File: config.mk
export PLATFORM = sky130hd
export DESIGN_NAME = alu_divider_flat
export DESIGN_NICKNAME = d
export VERILOG_FILES = /design/src/rtl/alu_divider_if.sv /design/src/rtl/alu_divider.sv /design/src/flat_wrapper.sv
export SDC_FILE = /design/constraint.sdc
export NUM_CORES = 1
export LEC_CHECK = 0
export BUFFER_PORTS_ARGS = -buffer_cell sky130_fd_sc_hd__buf_4
export CAP_MARGIN = 5
export CORE_MARGIN = 2
export CORE_UTILIZATION = 60
export CTS_CLUSTER_SIZE = 16
export DETAILED_ROUTE_END_ITERATION = 12
export PLACE_DENSITY = 0.84
export SLEW_MARGIN = 40
export SYNTH_ARGS = -nofsm -noshare
export SYNTH_HDL_FRONTEND = slang
export SYNTH_SLANG_ARGS = --single-unit
File: constraint.sdc
create_clock -name clock -period 4.2 [get_ports clock]
set_input_delay 0.84 -clock clock [delete_from_list [all_inputs] [get_ports clock]]
set_output_delay 0.84 -clock clock [all_outputs]
set_load 0.02 [all_outputs]
File: src/rtl/alu_divider_if.sv
`default_nettype none
// ============================================================================
//  Module      : alu_divider_if
//  Description : Request/result bundle for the 8-bit by 4-bit divider.
//  Revision    : 1.0  initial release
// ============================================================================
interface alu_divider_if;
    logic       start;
    logic [7:0] dividend;
    logic [3:0] divisor;
    logic [7:0] quotient;
    logic [3:0] remainder;
    logic       busy;
    logic       done;
    logic       div_by_zero;

    modport master (
        output start, dividend, divisor,
        input  quotient, remainder, busy, done, div_by_zero
    );

    modport slave (
        input  start, dividend, divisor,
        output quotient, remainder, busy, done, div_by_zero
    );
endinterface
`default_nettype wire

File: src/rtl/alu_divider.sv
`default_nettype none
// ============================================================================
//  Module      : alu_divider
//  Description : Unsigned 8/4 restoring divider, one quotient bit per cycle.
//  Revision    : 1.0  initial release
// ============================================================================
module alu_divider (
    input  wire logic     clock,
    input  wire logic     reset,
    alu_divider_if.slave  bus
);

    localparam logic [1:0] S_IDLE = 2'd0;
    localparam logic [1:0] S_RUN  = 2'd1;
    localparam logic [1:0] S_DONE = 2'd2;

    localparam logic [3:0] c_steps = 4'd8;

    logic [1:0] r_state;
    logic [7:0] r_shift;   // dividend bits shift out MSB-first, quotient bits shift in
    logic [3:0] r_dvs;
    logic [4:0] r_prem;
    logic [3:0] r_cnt;
    logic [7:0] r_quotient;
    logic [3:0] r_remainder;
    logic       r_busy;
    logic       r_done;
    logic       r_dbz;

    logic [4:0] w_trial;
    logic [4:0] w_diff;
    logic       w_ge;
    logic [4:0] w_next_prem;
    logic [7:0] w_next_shift;
    logic       w_unused_prem_msb;

    // Partial remainder stays below the divisor, so its MSB is always zero before the shift.
    assign w_unused_prem_msb = r_prem[4];
    assign w_trial      = {r_prem[3:0], r_shift[7]};
    assign w_diff       = w_trial - {1'b0, r_dvs};
    assign w_ge         = (w_trial >= {1'b0, r_dvs});
    assign w_next_prem  = w_ge ? w_diff : w_trial;
    assign w_next_shift = {r_shift[6:0], w_ge};

    always_ff @(posedge clock or posedge reset) begin
        if (reset) begin
            r_state     <= S_IDLE;
            r_shift     <= 8'd0;
            r_dvs       <= 4'd0;
            r_prem      <= 5'd0;
            r_cnt       <= 4'd0;
            r_quotient  <= 8'd0;
            r_remainder <= 4'd0;
            r_busy      <= 1'b0;
            r_done      <= 1'b0;
            r_dbz       <= 1'b0;
        end else begin
            case (r_state)
                S_IDLE: begin
                    if (bus.start) begin
                        if (bus.divisor == 4'd0) begin
                            r_quotient  <= 8'hFF;
                            r_remainder <= bus.dividend[3:0];
                            r_dbz       <= 1'b1;
                            r_done      <= 1'b1;
                            r_state     <= S_DONE;
                        end else begin
                            r_shift <= bus.dividend;
                            r_dvs   <= bus.divisor;
                            r_prem  <= 5'd0;
                            r_cnt   <= c_steps;
                            r_busy  <= 1'b1;
                            r_state <= S_RUN;
                        end
                    end
                end
                S_RUN: begin
                    r_shift <= w_next_shift;
                    r_prem  <= w_next_prem;
                    r_cnt   <= r_cnt - 4'd1;
                    // Last step: publish the freshly completed quotient and remainder.
                    if (r_cnt == 4'd1) begin
                        r_quotient  <= w_next_shift;
                        r_remainder <= w_next_prem[3:0];
                        r_dbz       <= 1'b0;
                        r_done      <= 1'b1;
                        r_busy      <= 1'b0;
                        r_state     <= S_DONE;
                    end
                end
                S_DONE: begin
                    r_done  <= 1'b0;
                    r_state <= S_IDLE;
                end
                default: begin
                    r_done  <= 1'b0;
                    r_busy  <= 1'b0;
                    r_state <= S_IDLE;
                end
            endcase
        end
    end

    assign bus.quotient    = r_quotient;
    assign bus.remainder   = r_remainder;
    assign bus.busy        = r_busy;
    assign bus.done        = r_done;
    assign bus.div_by_zero = r_dbz;

endmodule
`default_nettype wire

File: src/flat_wrapper.sv
// flat-port wrapper written by rule: the top's interface ports become plain ports
module alu_divider_flat 
  (clock, reset, bus_start, bus_dividend, bus_divisor, bus_quotient, bus_remainder, bus_busy, bus_done, bus_div_by_zero);
  alu_divider_if bus_i ();
  input  wire logic clock;
  input  wire logic reset;
  input wire logic [$bits(bus_i.start)-1:0] bus_start;
  input wire logic [$bits(bus_i.dividend)-1:0] bus_dividend;
  input wire logic [$bits(bus_i.divisor)-1:0] bus_divisor;
  output wire logic [$bits(bus_i.quotient)-1:0] bus_quotient;
  output wire logic [$bits(bus_i.remainder)-1:0] bus_remainder;
  output wire logic [$bits(bus_i.busy)-1:0] bus_busy;
  output wire logic [$bits(bus_i.done)-1:0] bus_done;
  output wire logic [$bits(bus_i.div_by_zero)-1:0] bus_div_by_zero;
  assign bus_i.start = bus_start;
  assign bus_i.dividend = bus_dividend;
  assign bus_i.divisor = bus_divisor;
  assign bus_quotient = bus_i.quotient;
  assign bus_remainder = bus_i.remainder;
  assign bus_busy = bus_i.busy;
  assign bus_done = bus_i.done;
  assign bus_div_by_zero = bus_i.div_by_zero;
  alu_divider u_core (.clock(clock), .reset(reset), .bus(bus_i));
endmodule
==> results of run 1 <==
==> path summary, 6_finish.rpt <==
path	from	endpoint	slack, ns	depth (start not counted)
max in group asynchronous	reset	u_core.r_prem[1]	3.29	3
setup reg to reg	u_core.r_cnt[1]	u_core.bus.remainder[2]	1.93	6
hold reg to reg	u_core.bus.done	u_core.bus.done	0.52	1
setup / recovery	u_core.r_cnt[1]	u_core.bus.remainder[2]	1.93	6
min in group asynchronous	reset	u_core.bus.done	0.59	3
hold / removal	u_core.bus.done	u_core.bus.done	0.52	1
==> logic make-up after synthesis <==
group / after synthesis
adder cells (fa/ha/maj): 7
flip-flops: 37
multiplexers: 1
AND/OR/NAND/NOR: 62
buffers and inverters: 24
XOR/XNOR: 1
AO/OA/AOI/OAI: 66
==> worst max-delay path, delay by kind of cell (launching register included) <==
| family | cells | cell delay [ns] |
|---|---|---|
| compound gates | 2 | 0.45 |
| fa+ha+maj | 1 | 0.14 |
| buf+inv | 1 | 0.10 |
| flops | 1 | 0.40 |
| simple gates | 2 | 1.01 |
==> final cells by class <==
type | count | area, um^2 | share of cell area
Clock buffer | 5 | 37.5 | 0.0172
Clock inverter | 2 | 35.0 | 0.0161
Inverter | 14 | 52.6 | 0.0241
Multi-Input combinational cell | 137 | 850 | 0.390
Sequential cell | 37 | 926 | 0.425
Tap cell | 44 | 55.1 | 0.0252
Timing Repair Buffer | 30 | 225 | 0.103
==> per-stage QoR <==
stage | total power, uW | hold slack [ns] | area [um^2]
after floorplan | 1380 | 0.472 | 1880
after global placement | 1610 | 0.479 | 2100
after detailed placement | 1660 | 0.493 | 2110
after CTS | 1900 | 0.521 | 2180
after global routing | 2050 | 0.532 | 2180
final | 1900 | 0.515 | 2180
==> cell usage in the layout, fill, tap and decap left out, types with 2 or more instances in the layout <==
master	Yosys	layout
sky130_fd_sc_hd__dfrtp_1	37	37
sky130_fd_sc_hd__buf_4	0	30
sky130_fd_sc_hd__a21oi_1	25	24
sky130_fd_sc_hd__nand2_1	22	22
sky130_fd_sc_hd__inv_1	14	14
sky130_fd_sc_hd__nor2_1	13	13
sky130_fd_sc_hd__o21ai_0	9	9
sky130_fd_sc_hd__a31oi_1	8	8
sky130_fd_sc_hd__ha_1	6	6
sky130_fd_sc_hd__nor3_1	5	5
sky130_fd_sc_hd__clkbuf_4	0	5
sky130_fd_sc_hd__and2_1	4	4
sky130_fd_sc_hd__o211ai_1	4	4
sky130_fd_sc_hd__nor4_1	3	3
sky130_fd_sc_hd__nand3_1	3	3
sky130_fd_sc_hd__o21ai_1	2	2
sky130_fd_sc_hd__a211oi_1	2	2
sky130_fd_sc_hd__a41oi_1	2	2
sky130_fd_sc_hd__nor3b_1	2	2
sky130_fd_sc_hd__nor2b_1	2	2
sky130_fd_sc_hd__a22oi_1	2	2
sky130_fd_sc_hd__a21o_1	2	2
sky130_fd_sc_hd__o21a_1	2	2
sky130_fd_sc_hd__nand4_1	2	2
==> state kept, by name, summed over array words and instances (netlist names) <==
name                    cells
u_core.bus.busy             1
u_core.bus.remainder        4
u_core.bus.div_by_zero      1
u_core.r_shift              8
u_core.r_state              2
u_core.r_dvs                4
u_core.bus.done             1
u_core.bus.quotient         8
u_core.r_prem               4
u_core.r_cnt                4
==> power breakdown <==
part / leakage (uW) / internal, uW / switching (uW) / total, uW
Clock: 0.0000410 / 121 / 114 / 235
Sequential: 0.000432 / 534 / 137 / 671
Combinational: 0.000517 / 404 / 593 / 997
==> routing by layer <==
metal / GRT usage / up-vias
met2: 0.411 / 51
met5: 0 / -
met4: 0.105 / 0
met1: 0.345 / 778
met3: 0.0390 / 11
li1: - / 761
==> qor_table.md, run 1 <==
| Metric | Reported | Unit |
|---|---|---|
| Status | completed | - |
| Sequential area share after synthesis | 0.491 | - |
| Static Leak | 0.000990 | uW |
| Simple-Gate Fraction of Synth Area | 0.167 | - |
| Share of cell area taken by muxes after synthesis | 0.00598 | - |
| Type of destination of the critical path | flop | - |
| Most common cell in the netlist | sky130_fd_sc_hd__dfrtp_1 | - |
| Cell Count Post-Placement | 262 | - |
| Via count of the first global-routing pass | 1,489 | - |
| Die width | 60.0 | um |
| Max Slew Vio Count | 0 | - |
| Pwr Density | 872 | mW/mm^2 |
| Number of vias in the routed layout | 1,601 | - |
| Maximum cell stage delay along the critical path | 0.65 | ns |
| Pre-CTS setup slack | 1.68 | ns |
| Worst Hold Class | reg -> reg | - |
| Detailed-routing iteration count for the pre-antenna-repair pass | 4 | - |
| Synth async-reset ratio | 1.00 | - |
| Number of filler cells placed in the layout | 251 | - |
| Time the final worst path needs with I/O delays and setup | 2.27 | ns |
| CP Cell Sequence | inv_1, ha_1, nor3b_1, a22oi_1, nor2_1, a41oi_1 | - |
| Share of Yosys cell area claimed by the top area cell type | 0.491 | - |
| Clock root buffer | sky130_fd_sc_hd__clkbuf_4 | - |
| Synth Area in Compound Gates | 0.221 | - |
| Io pins | 30 | - |
| CTS Buf Count | 5 | - |
| VDD IR max | 0.000454 | V |
| Max transition margin | 0.458 | - |
| Synth Warn # | 0 | - |
| Met2 routed WL | 2.00 | mm |
| Number of levels in the clock H-tree | 2 | - |
| Remaining Overflow, GRT | 0 | - |
| Ranking of synthesized cells by area | sky130_fd_sc_hd__dfrtp_1 (49%), sky130_fd_sc_hd__a21oi_1 (6.6%), sky130_fd_sc_hd__nand2_1 (4.4%), sky130_fd_sc_hd__ha_1 (4.0%), sky130_fd_sc_hd__inv_1 (2.8%) | - |
| Total of buffers placed on input and output ports | 29 | - |
| Number of antenna violations at the first check in global routing | 0 | - |
| HPWL after DPL | 2.92 | mm |
| Xor/xnor cell area share of the yosys netlist | 0.00465 | - |
| Number of cells produced by synthesis | 198 | - |
| Final hold viol count | 0 | - |
| Cells resized by post-CTS repair | 0 | - |
| Type of element launching the critical path | flop | - |
| Final RePlAce weighted congestion | 0.817 | - |
| Cts hold-fix bufs | 0 | - |
| Net count after synthesis | 220 | - |
| Total setup violations reported at the end of the flow | 0 | - |
| Critical Path Slowest Stage Cell | sky130_fd_sc_hd__nor2_1 | - |
| Post-synth top flop | sky130_fd_sc_hd__dfrtp_1 | - |
| First-pass GRT wire length | 6.84 | mm |
| Share of cells above drive strength 1 | 0.196 | - |
| Data arrival time of the critical path | 2.45 | ns |
| WL met1 | 1.81 | mm |
| Clock-pin slew on the worst setup and hold paths | 0.11 | ns |
| Commonest cells in the synthesized netlist | sky130_fd_sc_hd__dfrtp_1 (37), sky130_fd_sc_hd__a21oi_1 (25), sky130_fd_sc_hd__nand2_1 (22) | - |
| Pin count of the biggest net entering global routing | 38 | - |
| Setup repair after global routing missed its margin | false | - |
| Data required, critical path | 4.38 | ns |
| Layout area overhead | 15.7 | % |
| Average footprint of a synthesized cell | 9.52 | um^2 |
| CTS tree | yes | - |
| Max layer used | met4 | - |
| Number of standard cells in the final layout excluding fillers | 269 | - |
| # clock sinks | 37 | - |
| Site Rows | 20 | - |
| Std-Cell Core Area | 0.00303 | mm^2 |
| Area of the die | 0.00360 | mm^2 |
| Worst setup path class | reg -> reg | - |
| Final design utilization | 0.720 | - |
| Latest clock arrival within the worst-skew pair | 0.34 | ns |
| Fmax achieved | 441 | MHz |
| Total of max-cap violations | 0 | - |
| Number of enable flip-flop cells after synthesis | 0 | - |
| Vertical extent of the die | 60.0 | um |
| Post-synthesis share of cell area spent on full adders, half adders and majority gates | 0.0505 | - |
| Netlist Area Pre-Place | 0.00188 | mm^2 |
| Net count of the finished layout | 247 | - |
| Final period utilization | 0.540 | - |
| Top fanout value on the critical path | 12 | - |
| Vias per inst | 5.95 | - |
| Count of distinct cell types in the synthesized netlist | 42 | - |
| Remaining number of nets flagged by the antenna check after routing | 0 | - |
| DRC Markers | 0 | - |
| Antenna cell count | 0 | - |
| Initial standard-cell utilization of the core | 0.622 | - |
| #FFs+latches synth | 37 | - |
| Buffers from clock root to sink, at most | 2 | - |
| Skew final | 0.00786 | ns |
| Sum Neg Setup Slack | 0 | ns |
| Dominant combinational cell family by area after synthesis | compound AO/OA/AOI/OAI gates | - |
| Setup Buffers After CTS | 0 | - |
| Met3 routed wirelength | 256 | um |
| Setup slack of the critical path after layout | 1.93 | ns |
| Average routed wire per standard cell | 15.3 | um |
| Overall routing resource usage | 0.255 | - |
| Transition at the pin with the smallest max-transition slack | 0.807 | ns |
| Synth area leader | sky130_fd_sc_hd__dfrtp_1 | - |
| Detailed-route wire length | 4.13 | mm |
| First-iteration detailed-routing DRC count | 108 | - |
No activity file was read; power rests on OpenSTA's default activity.
==> run 2: changes to the inputs <==
CORE_UTILIZATION = 50   (was 60)
PLACE_DENSITY = 0.75   (was 0.84)
clock period = 1.9 ns   (was 4.2 ns; I/O delays follow)
==> run 2 against run 1 <==
Net effect: combinational power rose by 130%; final area rose by 5.8%; clock-buffer cell count up 2; via count rose by 0.44%; cell count rose by 5.6%; worst hold slack got worse by 0.32 ns; critical endpoint is now u_core.bus.remainder[0]; largest cell class unchanged; largest power group unchanged; highest routed layer unchanged.
==> qor_table.md, run 2 (synthesized netlist as in run 1, its figures left out) <==
| Metric | Reported | Unit | Delta |
|---|---|---|---|
| Final RePlAce weighted congestion | 0.828 | - | was 0.817 |
| Number of vias in the routed layout | 1,608 | - | was 1,601 |
| Final design utilization | 0.635 | - | was 0.720 |
| DRC Markers | 0 | - | unchanged |
| Top fanout value on the critical path | 4 | - | was 12 |
| Initial standard-cell utilization of the core | 0.519 | - | was 0.622 |
| Vias per inst | 5.66 | - | was 5.95 |
| # clock sinks | 37 | - | unchanged |
| Overall power consumption | 4410 | uW | was 1900 uW |
| Worst setup path class | reg -> reg | - | unchanged |
| CTS tree | yes | - | unchanged |
| Detailed-route wire length | 4.30 | mm | was 4.13 mm |
| Switching portion of total power | 0.433 | - | was 0.443 |
| Average routed wire per standard cell | 15.1 | um | was 15.3 um |
| FF/Latch Area | 926 | um^2 | unchanged |
| Area of the die | 0.00428 | mm^2 | was 0.00360 mm^2 |
| Std-Cell Core Area | 0.00363 | mm^2 | was 0.00303 mm^2 |
| Remaining Overflow, GRT | 0 | - | unchanged |
| Max layer used | met4 | - | unchanged |
| Total setup violations reported at the end of the flow | 0 | - | unchanged |
| Clock-pin slew on the worst setup and hold paths | 0.07 | ns | was 0.11 ns |
| Relative contribution of the clock network to total power | 0.139 | - | was 0.123 |
| Status | completed | - | unchanged |
| WL met1 | 1.95 | mm | was 1.81 mm |
| Transition at the pin with the smallest max-transition slack | 0.581 | ns | was 0.807 ns |
| Antenna cell count | 0 | - | unchanged |
| Share of cells above drive strength 1 | 0.246 | - | was 0.196 |
| Net count of the finished layout | 257 | - | was 247 |
| Site Rows | 22 | - | was 20 |
| Layout area overhead | 22.4 | % | was 15.7% |
| Fmax achieved | 554 | MHz | was 441 MHz |
| Clock root buffer | sky130_fd_sc_hd__clkbuf_8 | - | was sky130_fd_sc_hd__clkbuf_4 |
| Hold Worst Slack | 0.193 | ns | was 0.515 ns |
| Cell-internal power | 2500 | uW | was 1060 uW |
| Post-layout instance area | 0.00231 | mm^2 | was 0.00218 mm^2 |
| Worst Hold Class | in -> async | - | was reg -> reg |
| Number of filler cells placed in the layout | 328 | - | was 251 |
| Max Slew Vio Count | 0 | - | unchanged |
| Total of max-cap violations | 0 | - | unchanged |
| Final period utilization | 0.950 | - | was 0.540 |
| Proportion of power drawn by flip-flops and latches | 0.336 | - | was 0.353 |
| Switching power summed over all nets | 1910 | uW | was 844 uW |
| Portion of total power attributed to combinational logic | 0.525 | - | was 0.524 |
| Buffers from clock root to sink, at most | 2 | - | unchanged |
| Skew final | 0.00403 | ns | was 0.00786 ns |
| Latest clock arrival within the worst-skew pair | 0.29 | ns | was 0.34 ns |
| Cts hold-fix bufs | 0 | - | unchanged |
| Time the final worst path needs with I/O delays and setup | 1.80 | ns | was 2.27 ns |
| CTS Buf Count | 5 | - | unchanged |
| Met2 routed WL | 2.08 | mm | was 2.00 mm |
| Number of antenna violations at the first check in global routing | 0 | - | unchanged |
| Overall routing resource usage | 0.232 | - | was 0.255 |
| Remaining number of nets flagged by the antenna check after routing | 0 | - | unchanged |
| Data required, critical path | 2.12 | ns | was 4.38 ns |
| Vertical extent of the die | 65.4 | um | was 60.0 um |
| Data arrival time of the critical path | 2.02 | ns | was 2.45 ns |
| Pin count of the biggest net entering global routing | 38 | - | unchanged |
| Total area of multi-input combinational cells | 867 | um^2 | was 850 um^2 |
| Io pins | 30 | - | unchanged |
| Via count of the first global-routing pass | 1,549 | - | was 1,489 |
| Type of destination of the critical path | flop | - | unchanged |
| First-iteration detailed-routing DRC count | 101 | - | was 108 |
| Commonest non-fill, non-tap cells in the layout | sky130_fd_sc_hd__buf_4 (40), sky130_fd_sc_hd__dfrtp_1 (37), sky130_fd_sc_hd__a21oi_1 (25), sky130_fd_sc_hd__nand2_1 (22), sky130_fd_sc_hd__inv_1 (14) | - | was sky130_fd_sc_hd__dfrtp_1 (37), sky130_fd_sc_hd__buf_4 (30), sky130_fd_sc_hd__a21oi_1 (24), sky130_fd_sc_hd__nand2_1 (22), sky130_fd_sc_hd__inv_1 (14) |
| Die width | 65.4 | um | was 60.0 um |
| Type of element launching the critical path | flop | - | unchanged |
| HPWL after DPL | 3.08 | mm | was 2.92 mm |
| Detailed-routing iteration count for the pre-antenna-repair pass | 5 | - | was 4 |
| Final hold viol count | 0 | - | unchanged |
| Max transition margin | 0.610 | - | was 0.458 |
| VDD IR max | 0.000903 | V | was 0.000454 V |
| First-pass GRT wire length | 7.41 | mm | was 6.84 mm |
| Number of levels in the clock H-tree | 2 | - | unchanged |
| Setup repair after global routing missed its margin | false | - | unchanged |
| Static Leak | 0.00105 | uW | was 0.000990 uW |
| Pwr Density | 1910 | mW/mm^2 | was 872 mW/mm^2 |
| Instance area after placement | 0.00218 | mm^2 | was 0.00211 mm^2 |
| Sum Neg Setup Slack | 0 | ns | unchanged |
| Most common cell after layout, fill and taps aside | sky130_fd_sc_hd__buf_4 | - | was sky130_fd_sc_hd__dfrtp_1 |
| Met3 routed wirelength | 232 | um | was 256 um |
| Total of buffers placed on input and output ports | 29 | - | unchanged |
-- run 2: what timing repair did --
action	4_1_cts	5_1_grt
buffers inserted	0	1
resized for setup	0	5
setup endpoints to repair	0	9
-- run 2: path summary, 6_finish.rpt --
path,start,endpoint,slack (ns),depth (start not counted)
setup / recovery,u_core.r_shift[7],u_core.bus.remainder[0],0.1,6
hold / removal,reset,u_core.bus.div_by_zero,0.19,3
setup reg to reg,u_core.r_shift[7],u_core.bus.remainder[0],0.1,6
hold reg to reg,u_core.bus.done,u_core.bus.done,0.50,1
max in group asynchronous,reset,u_core.r_prem[0],1.38,3
min in group clock,bus_divisor[2],u_core.r_dvs[2],0.34,3
-- run 2: layout make-up --
| class | count | share of cell area |
|---|---|---|
| Sequential cell | 37 | 0.401 |
| Multi-Input combinational cell | 137 | 0.376 |
| Timing Repair Buffer | 40 | 0.130 |
| Clock buffer | 7 | 0.0418 |
| Tap cell | 48 | 0.0260 |
| Inverter | 14 | 0.0228 |
| Clock inverter | 1 | 0.00217 |
-- run 2: layer usage --
metal	global-route usage	up-vias
met5	0	-
met4	0.0729	0
met3	0.0651	4
met2	0.355	45
met1	0.321	774
li1	-	785
-- run 2: worst max-delay path, stage by stage (launching register included) --
cell	delay [ns]
sky130_fd_sc_hd__dfrtp_1	0.39
sky130_fd_sc_hd__inv_1	0.06
sky130_fd_sc_hd__ha_2	0.34
sky130_fd_sc_hd__nor2b_1	0.07
sky130_fd_sc_hd__o21a_1	0.21
sky130_fd_sc_hd__or4_4	0.49
sky130_fd_sc_hd__a31oi_1	0.17
-- run 2: power groups by stage --
stage | sequential, uW | clock, uW | combinational, uW
after floorplan | 1580 | 0 | 1470
after CTS | 1470 | 629 | 2260
after global placement | 1480 | 0 | 2210
after global routing | 1530 | 656 | 2610
final | 1480 | 612 | 2310
after detailed placement | 1490 | 0 | 2250
-- run 2: through the flow --
| stage | setup WS, ns | cells |
|---|---|---|
| 2_1_floorplan | 0.225 | 198 |
| 3_3_place_gp | 0.147 | 275 |
| 3_5_place_dp | 0.109 | 275 |
| 4_1_cts | 0.102 | 283 |
| 5_1_grt | 0.00204 | 284 |
| 6_report | 0.0952 | 284 |
